[src/rtl/inst_fetch_if.sv]
// Fetch-stage bus: instruction RAM request/response plus the fetch->decode handshake.
// master = fetch stage, slave = RAM/decode side.
`ifndef INST_RAM_WIDTH
`define INST_RAM_WIDTH 12
`endif
`ifndef PROG_TYPE_WIDTH
`define PROG_TYPE_WIDTH 2
`endif

interface inst_fetch_if #(
  parameter int ADDR_W = `INST_RAM_WIDTH
) ();
  logic [`PROG_TYPE_WIDTH-1:0] ram_prog_type;
  logic                        re;
  logic [ADDR_W-1:0]           read_addr;
  logic [31:0]                 read_data;
  logic                        read_finished;
  logic [31:0]                 inst;
  logic [ADDR_W-1:0]           inst_pc;
  logic                        inst_valid;
  logic                        inst_ready;

  modport master (
    output ram_prog_type, re, read_addr, inst, inst_pc, inst_valid,
    input  read_data, read_finished, inst_ready
  );

  modport slave (
    input  ram_prog_type, re, read_addr, inst, inst_pc, inst_valid,
    output read_data, read_finished, inst_ready
  );
endinterface

[src/rtl/inst_fetch.sv]
// Instruction fetch stage: PC, RAM read request, valid/ready delivery to decode.
// Optional halt-on-0x00000073 behaviour is enabled with `define FETCH_HALT_EN.
`ifndef INST_RAM_WIDTH
`define INST_RAM_WIDTH 12
`endif
`ifndef PROG_TYPE_WIDTH
`define PROG_TYPE_WIDTH 2
`endif

module inst_fetch #(
  parameter int                ADDR_W   = `INST_RAM_WIDTH,
  parameter logic [ADDR_W-1:0] RESET_PC = '0
) (
  input  logic                        clk,
  input  logic                        clr,
  input  logic                        run,
  input  logic [`PROG_TYPE_WIDTH-1:0] prog_type,
  input  logic                        redirect_valid,
  input  logic [ADDR_W-1:0]           redirect_pc,
  output logic                        halted,
  inst_fetch_if.master                bus
);

  typedef enum logic [1:0] {IDLE, REQ, VALID} state_t;

  state_t                        state_q, state_d;
  logic [ADDR_W-1:0]             pc_q, pc_d;
  logic [ADDR_W-1:0]             inst_pc_q, inst_pc_d;
  logic [31:0]                   inst_q, inst_d;
  logic                          re_q, re_d;
  logic                          inst_valid_q, inst_valid_d;
  logic [`PROG_TYPE_WIDTH-1:0]   ram_prog_type_q, ram_prog_type_d;
  logic                          prog_switch;
  logic                          halt_hit;
  logic                          halted_q;

  assign prog_switch = (prog_type != ram_prog_type_q);

`ifdef FETCH_HALT_EN
  localparam logic [31:0] HALT_WORD = 32'h0000_0073;
  logic halted_d;

  assign halt_hit = (state_q == VALID) && bus.inst_ready && (inst_q == HALT_WORD);

  always_comb begin
    halted_d = halted_q;
    if (prog_switch || redirect_valid)
      halted_d = 1'b0;
    else if (halt_hit)
      halted_d = 1'b1;
  end
`else
  assign halt_hit = 1'b0;
  assign halted_q = 1'b0;
`endif

  // Flushes (program switch, redirect) override whatever the FSM was doing,
  // including a read completing or an instruction being accepted that cycle.
  always_comb begin
    state_d         = state_q;
    pc_d            = pc_q;
    inst_d          = inst_q;
    inst_pc_d       = inst_pc_q;
    ram_prog_type_d = ram_prog_type_q;

    if (prog_switch) begin
      ram_prog_type_d = prog_type;
      pc_d            = RESET_PC;
      state_d         = IDLE;
    end else if (redirect_valid) begin
      pc_d    = redirect_pc & ~ADDR_W'(3);
      state_d = IDLE;
    end else begin
      unique case (state_q)
        IDLE: begin
          if (run && !halted_q)
            state_d = REQ;
        end
        REQ: begin
          if (bus.read_finished) begin
            inst_d    = bus.read_data;
            inst_pc_d = pc_q;
            state_d   = VALID;
          end
        end
        VALID: begin
          if (bus.inst_ready) begin
            if (halt_hit) begin
              state_d = IDLE;
            end else begin
              pc_d    = pc_q + ADDR_W'(4);
              state_d = run ? REQ : IDLE;
            end
          end
        end
        default: state_d = IDLE;
      endcase
    end

    re_d         = (state_d == REQ);
    inst_valid_d = (state_d == VALID);
  end

  always_ff @(posedge clk or posedge clr) begin
    if (clr) begin
      state_q         <= IDLE;
      pc_q            <= RESET_PC;
      inst_q          <= '0;
      inst_pc_q       <= '0;
      re_q            <= 1'b0;
      inst_valid_q    <= 1'b0;
      ram_prog_type_q <= '0;
`ifdef FETCH_HALT_EN
      halted_q        <= 1'b0;
`endif
    end else begin
      state_q         <= state_d;
      pc_q            <= pc_d;
      inst_q          <= inst_d;
      inst_pc_q       <= inst_pc_d;
      re_q            <= re_d;
      inst_valid_q    <= inst_valid_d;
      ram_prog_type_q <= ram_prog_type_d;
`ifdef FETCH_HALT_EN
      halted_q        <= halted_d;
`endif
    end
  end

  assign bus.re            = re_q;
  assign bus.read_addr     = pc_q;
  assign bus.inst          = inst_q;
  assign bus.inst_pc       = inst_pc_q;
  assign bus.inst_valid    = inst_valid_q;
  assign bus.ram_prog_type = ram_prog_type_q;
  assign halted            = halted_q;

endmodule

[src/flat_wrapper.sv]
// flat-port wrapper written by rule: the top's interface ports become plain ports
module inst_fetch_flat 
#(
  parameter int                ADDR_W   = `INST_RAM_WIDTH,
  parameter logic [ADDR_W-1:0] RESET_PC = '0
)
  (clk, clr, run, prog_type, redirect_valid, redirect_pc, halted, bus_ram_prog_type, bus_re, bus_read_addr, bus_inst, bus_inst_pc, bus_inst_valid, bus_read_data, bus_read_finished, bus_inst_ready);
  inst_fetch_if #(.ADDR_W(ADDR_W)) bus_i ();
  input  logic clk;
  input  logic clr;
  input  logic run;
  input  logic [`PROG_TYPE_WIDTH-1:0] prog_type;
  input  logic redirect_valid;
  input  logic [ADDR_W-1:0] redirect_pc;
  output logic halted;
  output wire logic [$bits(bus_i.ram_prog_type)-1:0] bus_ram_prog_type;
  output wire logic [$bits(bus_i.re)-1:0] bus_re;
  output wire logic [$bits(bus_i.read_addr)-1:0] bus_read_addr;
  output wire logic [$bits(bus_i.inst)-1:0] bus_inst;
  output wire logic [$bits(bus_i.inst_pc)-1:0] bus_inst_pc;
  output wire logic [$bits(bus_i.inst_valid)-1:0] bus_inst_valid;
  input wire logic [$bits(bus_i.read_data)-1:0] bus_read_data;
  input wire logic [$bits(bus_i.read_finished)-1:0] bus_read_finished;
  input wire logic [$bits(bus_i.inst_ready)-1:0] bus_inst_ready;
  assign bus_ram_prog_type = bus_i.ram_prog_type;
  assign bus_re = bus_i.re;
  assign bus_read_addr = bus_i.read_addr;
  assign bus_inst = bus_i.inst;
  assign bus_inst_pc = bus_i.inst_pc;
  assign bus_inst_valid = bus_i.inst_valid;
  assign bus_i.read_data = bus_read_data;
  assign bus_i.read_finished = bus_read_finished;
  assign bus_i.inst_ready = bus_inst_ready;
  inst_fetch #(.ADDR_W(ADDR_W), .RESET_PC(RESET_PC)) u_core (.clk(clk), .clr(clr), .run(run), .prog_type(prog_type), .redirect_valid(redirect_valid), .redirect_pc(redirect_pc), .halted(halted), .bus(bus_i));
endmodule
[config.mk]
export PLATFORM = sky130hd
export DESIGN_NAME = inst_fetch_flat
export DESIGN_NICKNAME = d
export VERILOG_FILES = /design/src/rtl/inst_fetch_if.sv /design/src/rtl/inst_fetch.sv /design/src/flat_wrapper.sv
export SDC_FILE = /design/constraint.sdc
export NUM_CORES = 1
export LEC_CHECK = 0
export ABC_AREA = 1
export ABC_CLOCK_PERIOD_IN_PS = 2530
export BUFFER_PORTS_ARGS = -buffer_cell sky130_fd_sc_hd__buf_2
export CELL_PAD_IN_SITES_DETAIL_PLACEMENT = 0
export CELL_PAD_IN_SITES_GLOBAL_PLACEMENT = 1
export CORE_AREA = 3 3 91 93
export CTS_CLUSTER_DIAMETER = 60
export DETAILED_ROUTE_END_ITERATION = 10
export DIE_AREA = 0 0 94 96
export GPL_TIMING_DRIVEN = 0
export PLACE_DENSITY_LB_ADDON = 0.1
export SETUP_SLACK_MARGIN = 0.4
export SLEW_MARGIN = 10
export SYNTH_ARGS = -nofsm -noshare
export SYNTH_HDL_FRONTEND = slang
export SYNTH_SLANG_ARGS = --single-unit
[constraint.sdc]
create_clock -name clk -period 2.53 [get_ports clk]
set_input_delay 0.253 -clock clk [delete_from_list [all_inputs] [get_ports clk]]
set_output_delay 0.253 -clock clk [all_outputs]
set_load 0.1 [all_outputs]
==> results of run 1 <==
power breakdown:
group	internal [mW]	switching, mW
clock	0.454	0.349
sequential	0.969	0.0249
combinational	0.0940	0.449
worst min-delay path by stage:
| stage | startpoint | to | depth (start not counted) |
|---|---|---|---|
| after floorplan | prog_type[0] | u_core.bus.ram_prog_type[0] | 1 |
| after global placement | u_core.bus.inst[0] | u_core.bus.inst[0] | 2 |
| after detailed placement | clr | u_core.bus.inst[27] | 2 |
| after CTS | clr | u_core.state_q[0] | 2 |
| after global routing | clr | u_core.bus.inst[30] | 2 |
| final | clr | u_core.bus.read_addr[11] | 2 |
state kept, by name, indices dropped and copies added, names as in the netlist:
register                  count
u_core.bus.inst_valid         1
u_core.bus.re                 1
u_core.bus.ram_prog_type      2
u_core.state_q                2
u_core.bus.inst              32
u_core.bus.inst_pc           10
u_core.bus.read_addr         10
layout by cell type, fill, tap and decap left out, drive strengths merged, types with 2 or more instances in the layout:
| cell | count |
|---|---|
| dfrtp | 58 |
| nor4 | 2 |
| a21oi | 3 |
| o21ai | 19 |
| inv | 21 |
| nor2 | 19 |
| clkbuf | 17 |
| clkinv | 2 |
| buf | 122 |
| nand3 | 50 |
| nand2 | 130 |
| conb | 5 |
cells in the mapped netlist:
cell type and n:
inv_4 1, nand2_4 2, nand2_1 126, o21ai_1 14, nor2_4 1, a21boi_0 1
conb_1 1, xnor2_1 1, ha_1 1, nor4_1 2, dfrtp_1 58, buf_1 1
buf_2 8, nor2_1 17, buf_4 6, clkbuf_1 4, a21oi_2 1, nand3_1 50
a21oi_1 2, nor2_8 1, inv_1 20, nand2_2 2, nand4_2 1, buf_6 2
o21ai_0 5
cell type report:
type / instances / area share
flip-flops and latches: 58 / 0.410
clock inverters: 2 / 0.00282
inverters: 21 / 0.0237
repair buffers: 105 / 0.148
multi-input cells: 232 / 0.293
clock buffers: 13 / 0.0505
plain buffers: 21 / 0.0357
well taps: 102 / 0.0360
layer usage:
metal / routed length (um) / GRT usage / vias up
met5: 0 / 0 / -
met4: 97 / 0.0650 / 0
met3: 446 / 0.0422 / 9
met2: 3210 / 0.254 / 67
met1: 3200 / 0.206 / 1102
li1: - / - / 1266
cells by family (layout without fill, tap and decap cells):
logic type / after synthesis / count (layout)
xor gates and xnor gates: 1 / 1
AOI/OAI and AO/OA: 23 / 23
adders and majority gates: 1 / 1
DFF: 58 / 58
other: 1 / 5
buffers and inverters: 42 / 162
and+or+nand+nor: 202 / 202
==> summary.txt, run 1 <==
Run status
  • Status: complete, no violations

Clocking
  • H-tree depth: 3
  • Postcts setup bufs: 0
  • TritonCTS clock tree: done
  • TritonCTS Buffers: 9
  • Root buf cell: clkbuf_8
  • Post-CTS resize count: 0
  • Hold buffer count at CTS: 0
  • Clock transition at path regs: about 0.07 ns
  • Longest Clk Path Bufs: 2
  • Worst skew pair latency: around 0.33 ns
  • Clk sink count: 58

Layout
  • # fillers: between 800 and 900
  • Layout cells sized above 1: 0.323
  • Synth-to-layout area growth: 32.0%
  • Final core occ: 0.466
  • Final #Nets: between 500 and 600
  • Multi-input logic area: approximately 1000 um2
  • Post-Layout Inst Area: 3540 um2
  • Reg area: roughly 1500 um2
  • Diodes inserted: 0
  • Fin cells: around 550

STA
  • WHS: 0.0578 ns
  • Hold Fails Final Rpt: 0
  • Measured slew at the worst slew-check pin: between 0.7 and 0.8 ns
  • PnR worst setup slack: 1.03 ns
  • Fmax: approximately 660 MHz
  • RSZ-0062 raised after global routing: false
  • Final setup fails: 0
  • Max-slew violations: 0
  • Relative slew slack: 0.522
  • Setup TNS: 0 ns
  • Final worst path period need: approximately 1.5 ns
  • Period utilization: 0.595
  • Skew final: roughly 0.0065 ns

Yosys
  • Area share of the largest cell type after synthesis: 0.541
  • Combinational family with the most area after synthesis: simple AND/OR/NAND/NOR gates
  • Cell count after synthesis: about 330
  • Top cells by area, synth: dfrtp_1 (54%), nand2_1 (18%), nand3_1 (9.3%)
  • Synth Area in Adders: 0.00466
  • Synthesized area: roughly 2700 um2
  • Syn Area/Cell: roughly 8.2 um2
  • Sequential-to-total area share from yosys stat: 0.541
  • Compound-Gate Fraction of Synth Area: 0.0452
  • Synth unique cells: 25
  • Ys Warns: 0
  • Number of synthesized register bits: 58
  • XOR/XNOR Fraction of Synth Area: 0.00326
  • Area leader, netlist: dfrtp_1
  • Post-synthesis mux area share: 0
  • Post-synthesis simple-gate area fraction: 0.327

Setup path
  • CP arrival: 1.25 ns
  • Crit-path cells: buf_2
  • Startpoint types: register
  • CP required: between 2 and 2.5 ns
  • CP Capture Point: bus_read_addr[7]
  • R2R depth: 9
  • CP startpoint: u_core.bus.read_addr[7]
  • Worst Path Buf+Inv: 1
  • Max stage delay cell, worst path: buf_2
  • Crit-path max cell delay: 0.47 ns
  • Critical path's top delay family: buffers and inverters
  • Crit end category: primary output
  • R2R Setup Slk: 1.16 ns
  • Max FO, Critical Path: 7
  • R2R Path End: u_core.bus.inst_pc[7]
  • CP Depth: 1
  • Reg2reg start: u_core.bus.ram_prog_type[0]
  • Crit Path Class: reg -> out

Pwr
  • VDD IR max: roughly 0.35 mV
  • Pwr Density: around 660 nW/um2
  • Leakage power: roughly 2.1 nW
  • Total Power: between 2 and 2.5 mW

Route
  • Vias: around 2400
  • DR iter-0 viols: 105
  • Drt first pass iters: 4
  • Routed WL: just under 7 mm
  • Drc violations: 0
  • Via-per-instance ratio: approximately 4.4
  • Routed length per placed instance: ~13 um
  • Post-DRT Antenna Nets: 0

Place
  • Port bufs: roughly 110
  • GPL Wtd Cong: roughly 0.76
  • Placement Setup Slack: between 1 and 1.5 ns
  • Placed cells: between 500 and 600
  • Area after DPL: about 3400 um2
  • DP Wirelength: between 5 and 6 mm

Floorplan
  • Chip Height: approximately 96 um
  • Die footprint: approximately 9000 um2
  • Ports: about 110
  • Initial Util: 0.353
  • Die width: around 94 um
  • CORE AREA: approximately 7600 um2
  • Row count: 32

Global routing
  • Global-route wire length before repair: 11.1 mm
  • Vias in the first global route: around 2300
  • Total GRT Usage: 0.159
  • GRT overflow: 0
  • Initial antenna violation count: 0
  • Pin count of the biggest net entering global routing: 59

Flow run
  • Max-cap violations: 0

Hold path
  • Worst Hold Class: in -> async
Power figures use the tool's default switching activity.
==> run 2: changes to the inputs <==
--- a/config.mk
+++ b/config.mk
@@ -6,14 +6,14 @@
 export NUM_CORES = 1
 export LEC_CHECK = 0
 export ABC_AREA = 1
-export ABC_CLOCK_PERIOD_IN_PS = 2530
+export ABC_CLOCK_PERIOD_IN_PS = 1500
 export BUFFER_PORTS_ARGS = -buffer_cell sky130_fd_sc_hd__buf_2
 export CELL_PAD_IN_SITES_DETAIL_PLACEMENT = 0
 export CELL_PAD_IN_SITES_GLOBAL_PLACEMENT = 1
-export CORE_AREA = 3 3 91 93
+export CORE_AREA = 3 3 93 95
 export CTS_CLUSTER_DIAMETER = 60
 export DETAILED_ROUTE_END_ITERATION = 10
-export DIE_AREA = 0 0 94 96
+export DIE_AREA = 0 0 96 98
 export GPL_TIMING_DRIVEN = 0
 export PLACE_DENSITY_LB_ADDON = 0.1
 export SETUP_SLACK_MARGIN = 0.4
==> constraint.sdc (replaced) <==
create_clock -name clk -period 1.5 [get_ports clk]
set_input_delay 0.15 -clock clk [delete_from_list [all_inputs] [get_ports clk]]
set_output_delay 0.15 -clock clk [all_outputs]
set_load 0.1 [all_outputs]
==> summary.txt, run 2 (synthesis results as in run 1) <==
Layout
  • Final #Nets: roughly 530
  • # fillers: between 600 and 700
  • Most common cell after layout, fill and taps aside: nand2_1
  • Most frequent cells in the layout: nand2_1 (114), buf_12 (56), buf_2 (53)
  • Layout cells sized above 1: 0.456
  • Max FFs per register: 32
  • Final core occ: 0.636
  • Post-Layout Inst Area: 4960 um2
  • Diodes inserted: 0
  • Synth-to-layout area growth: 84.9%

Route
  • DR iter-0 viols: 75
  • Vias: roughly 2700
  • Post-DRT Antenna Nets: 0
  • Drc violations: 0
  • Drt first pass iters: 4
  • Via-per-instance ratio: ~4.6
  • Routed length per placed instance: between 10 and 15 um
  • Routed WL: 8.17 mm

STA
  • Hold Fails Final Rpt: 0
  • Relative slew slack: 0.646
  • Max-slew violations: 0
  • Final worst path period need: 1.44 ns
  • PnR worst setup slack: 0.0607 ns
  • Fmax: roughly 700 MHz
  • RSZ-0062 raised after global routing: true
  • Setup TNS: 0 ns
  • Final setup fails: 0
  • Period utilization: 0.960
  • Skew final: between 0.008 and 0.009 ns
  • Measured slew at the worst slew-check pin: 0.526 ns

Setup path
  • R2R Path End: u_core.bus.inst_pc[3]
  • Crit end category: register
  • Max FO, Critical Path: 9
  • CP required: roughly 1.7 ns
  • Crit Path Class: reg -> reg
  • CP arrival: roughly 1.7 ns
  • R2R Setup Slk: 0.06 ns
  • Reg2reg start: u_core.bus.ram_prog_type[1]
  • Startpoint types: register
  • R2R depth: 9

Global routing
  • Global-route wire length before repair: between 10 and 15 mm
  • Vias in the first global route: about 2600
  • Pin count of the biggest net entering global routing: 37
  • Total GRT Usage: 0.174
  • GRT overflow: 0
  • Initial antenna violation count: 0

Clocking
  • Longest Clk Path Bufs: 2
  • Clock transition at path regs: ~0.07 ns
  • TritonCTS Buffers: 9
  • H-tree depth: 3
  • Clk sink count: slightly below 60
  • Worst skew pair latency: ~0.34 ns
  • Root buf cell: clkbuf_8
  • TritonCTS clock tree: done

Place
  • Placement Setup Slack: 0.00826 ns
  • DP Wirelength: around 5.4 mm
  • GPL Wtd Cong: approximately 0.80
  • Area after DPL: 3450 um2
  • Port bufs: between 100 and 150

Pwr
  • Total Power: 4.78 mW
  • VDD IR max: about 0.47 mV
  • Pwr Density: about 960 nW/um2
  • Leakage power: around 2.5 nW

Floorplan
  • Die footprint: ~9400 um2
  • Die width: 96 um
  • CORE AREA: 7810 um2
  • Chip Height: 98 um
  • Row count: 32
  • Initial Util: 0.344
  • Ports: around 110

Flow run
  • Max-cap violations: 0

Hold path
  • Worst Hold End: u_core.bus.ram_prog_type[0]
  • Worst Hold Class: in -> reg
  • Hold Path Origin: prog_type[0]
  • Hold Path Cell Cnt: 2

Run status
  • Status: complete, no violations
[run 2: changes by cell type in the layout (fill, tap and decap cells not counted), sizes merged]
cell	before	now
bufinv	0	3
buf	122	150
clkinvlp	0	1
inv	21	20
clkbuf	17	18
dlygate4sd3	0	1
[run 2: worst max-delay path: stages (launching register included)]
cell and delay [ns]:
dfrtp_4 0.48, inv_2 0.06, nand2_2 0.04, nand2_2 0.10
nand2_4 0.08, nor2_8 0.15, nand2_8 0.12, clkbuf_16 0.19
nand2_2 0.05, o21ai_1 0.05
[run 2: repair_timing]
| action | CTS | global route |
|---|---|---|
| hold buffers | 1 | 0 |
| gates resized for setup | 177 | 92 |
| setup endpoints to repair | 110 | 112 |
| pin swaps | 4 | 11 |
| cloned | 0 | 2 |
| setup buffers | 8 | 19 |
| endpoints found under the hold margin | 35 | 0 |
[run 2: worst max path at each step]
stage / from / end
2_1_floorplan: u_core.bus.ram_prog_type[0] / u_core.bus.inst[0]
3_3_place_gp: u_core.bus.ram_prog_type[1] / u_core.bus.inst[22]
3_5_place_dp: u_core.bus.ram_prog_type[0] / u_core.bus.inst[6]
4_1_cts: u_core.bus.ram_prog_type[1] / u_core.bus.inst_pc[7]
5_1_grt: u_core.bus.ram_prog_type[1] / u_core.bus.inst[5]
6_report: u_core.bus.ram_prog_type[1] / u_core.bus.inst_pc[3]
[run 2: final cells by class]
class                      count  area [um2]  share of cell area
timing repair buffer         137        1660               0.335
sequential                    58        1480               0.299
multi-input combinational    232        1180               0.238
buffer                        21         173              0.0348
clock buffer                  11         151              0.0305
tap                          102         128              0.0257
clock inverter                 5         100              0.0202
inverter                      21        85.1              0.0171
[run 2: per-stage QoR]
stage | instances | hold WS [ns]
6_report | 587 | 0.0245
5_1_grt | 587 | 0.0311
4_1_cts | 566 | 0.0117
3_5_place_dp | 541 | 0.209
2_1_floorplan | 332 | 0.243
3_3_place_gp | 539 | 0.364
[run 2: layer usage]
metal  part of all wire  GRT usage  vias to the layer above
li1                   -          -                     1334
met3              0.069     0.0609                       10
met4              0.015     0.0591                        0
met1               0.42      0.233                     1252
met2               0.50      0.260                       80
met5                  0          0                        -
[run 2: power breakdown]
group	leakage (nW)	internal, mW	switching [mW]	total [mW]
Sequential	0.778	1.64	0.0837	1.72
Clock	0.129	1.19	0.639	1.83
Combinational	1.55	0.435	0.793	1.23
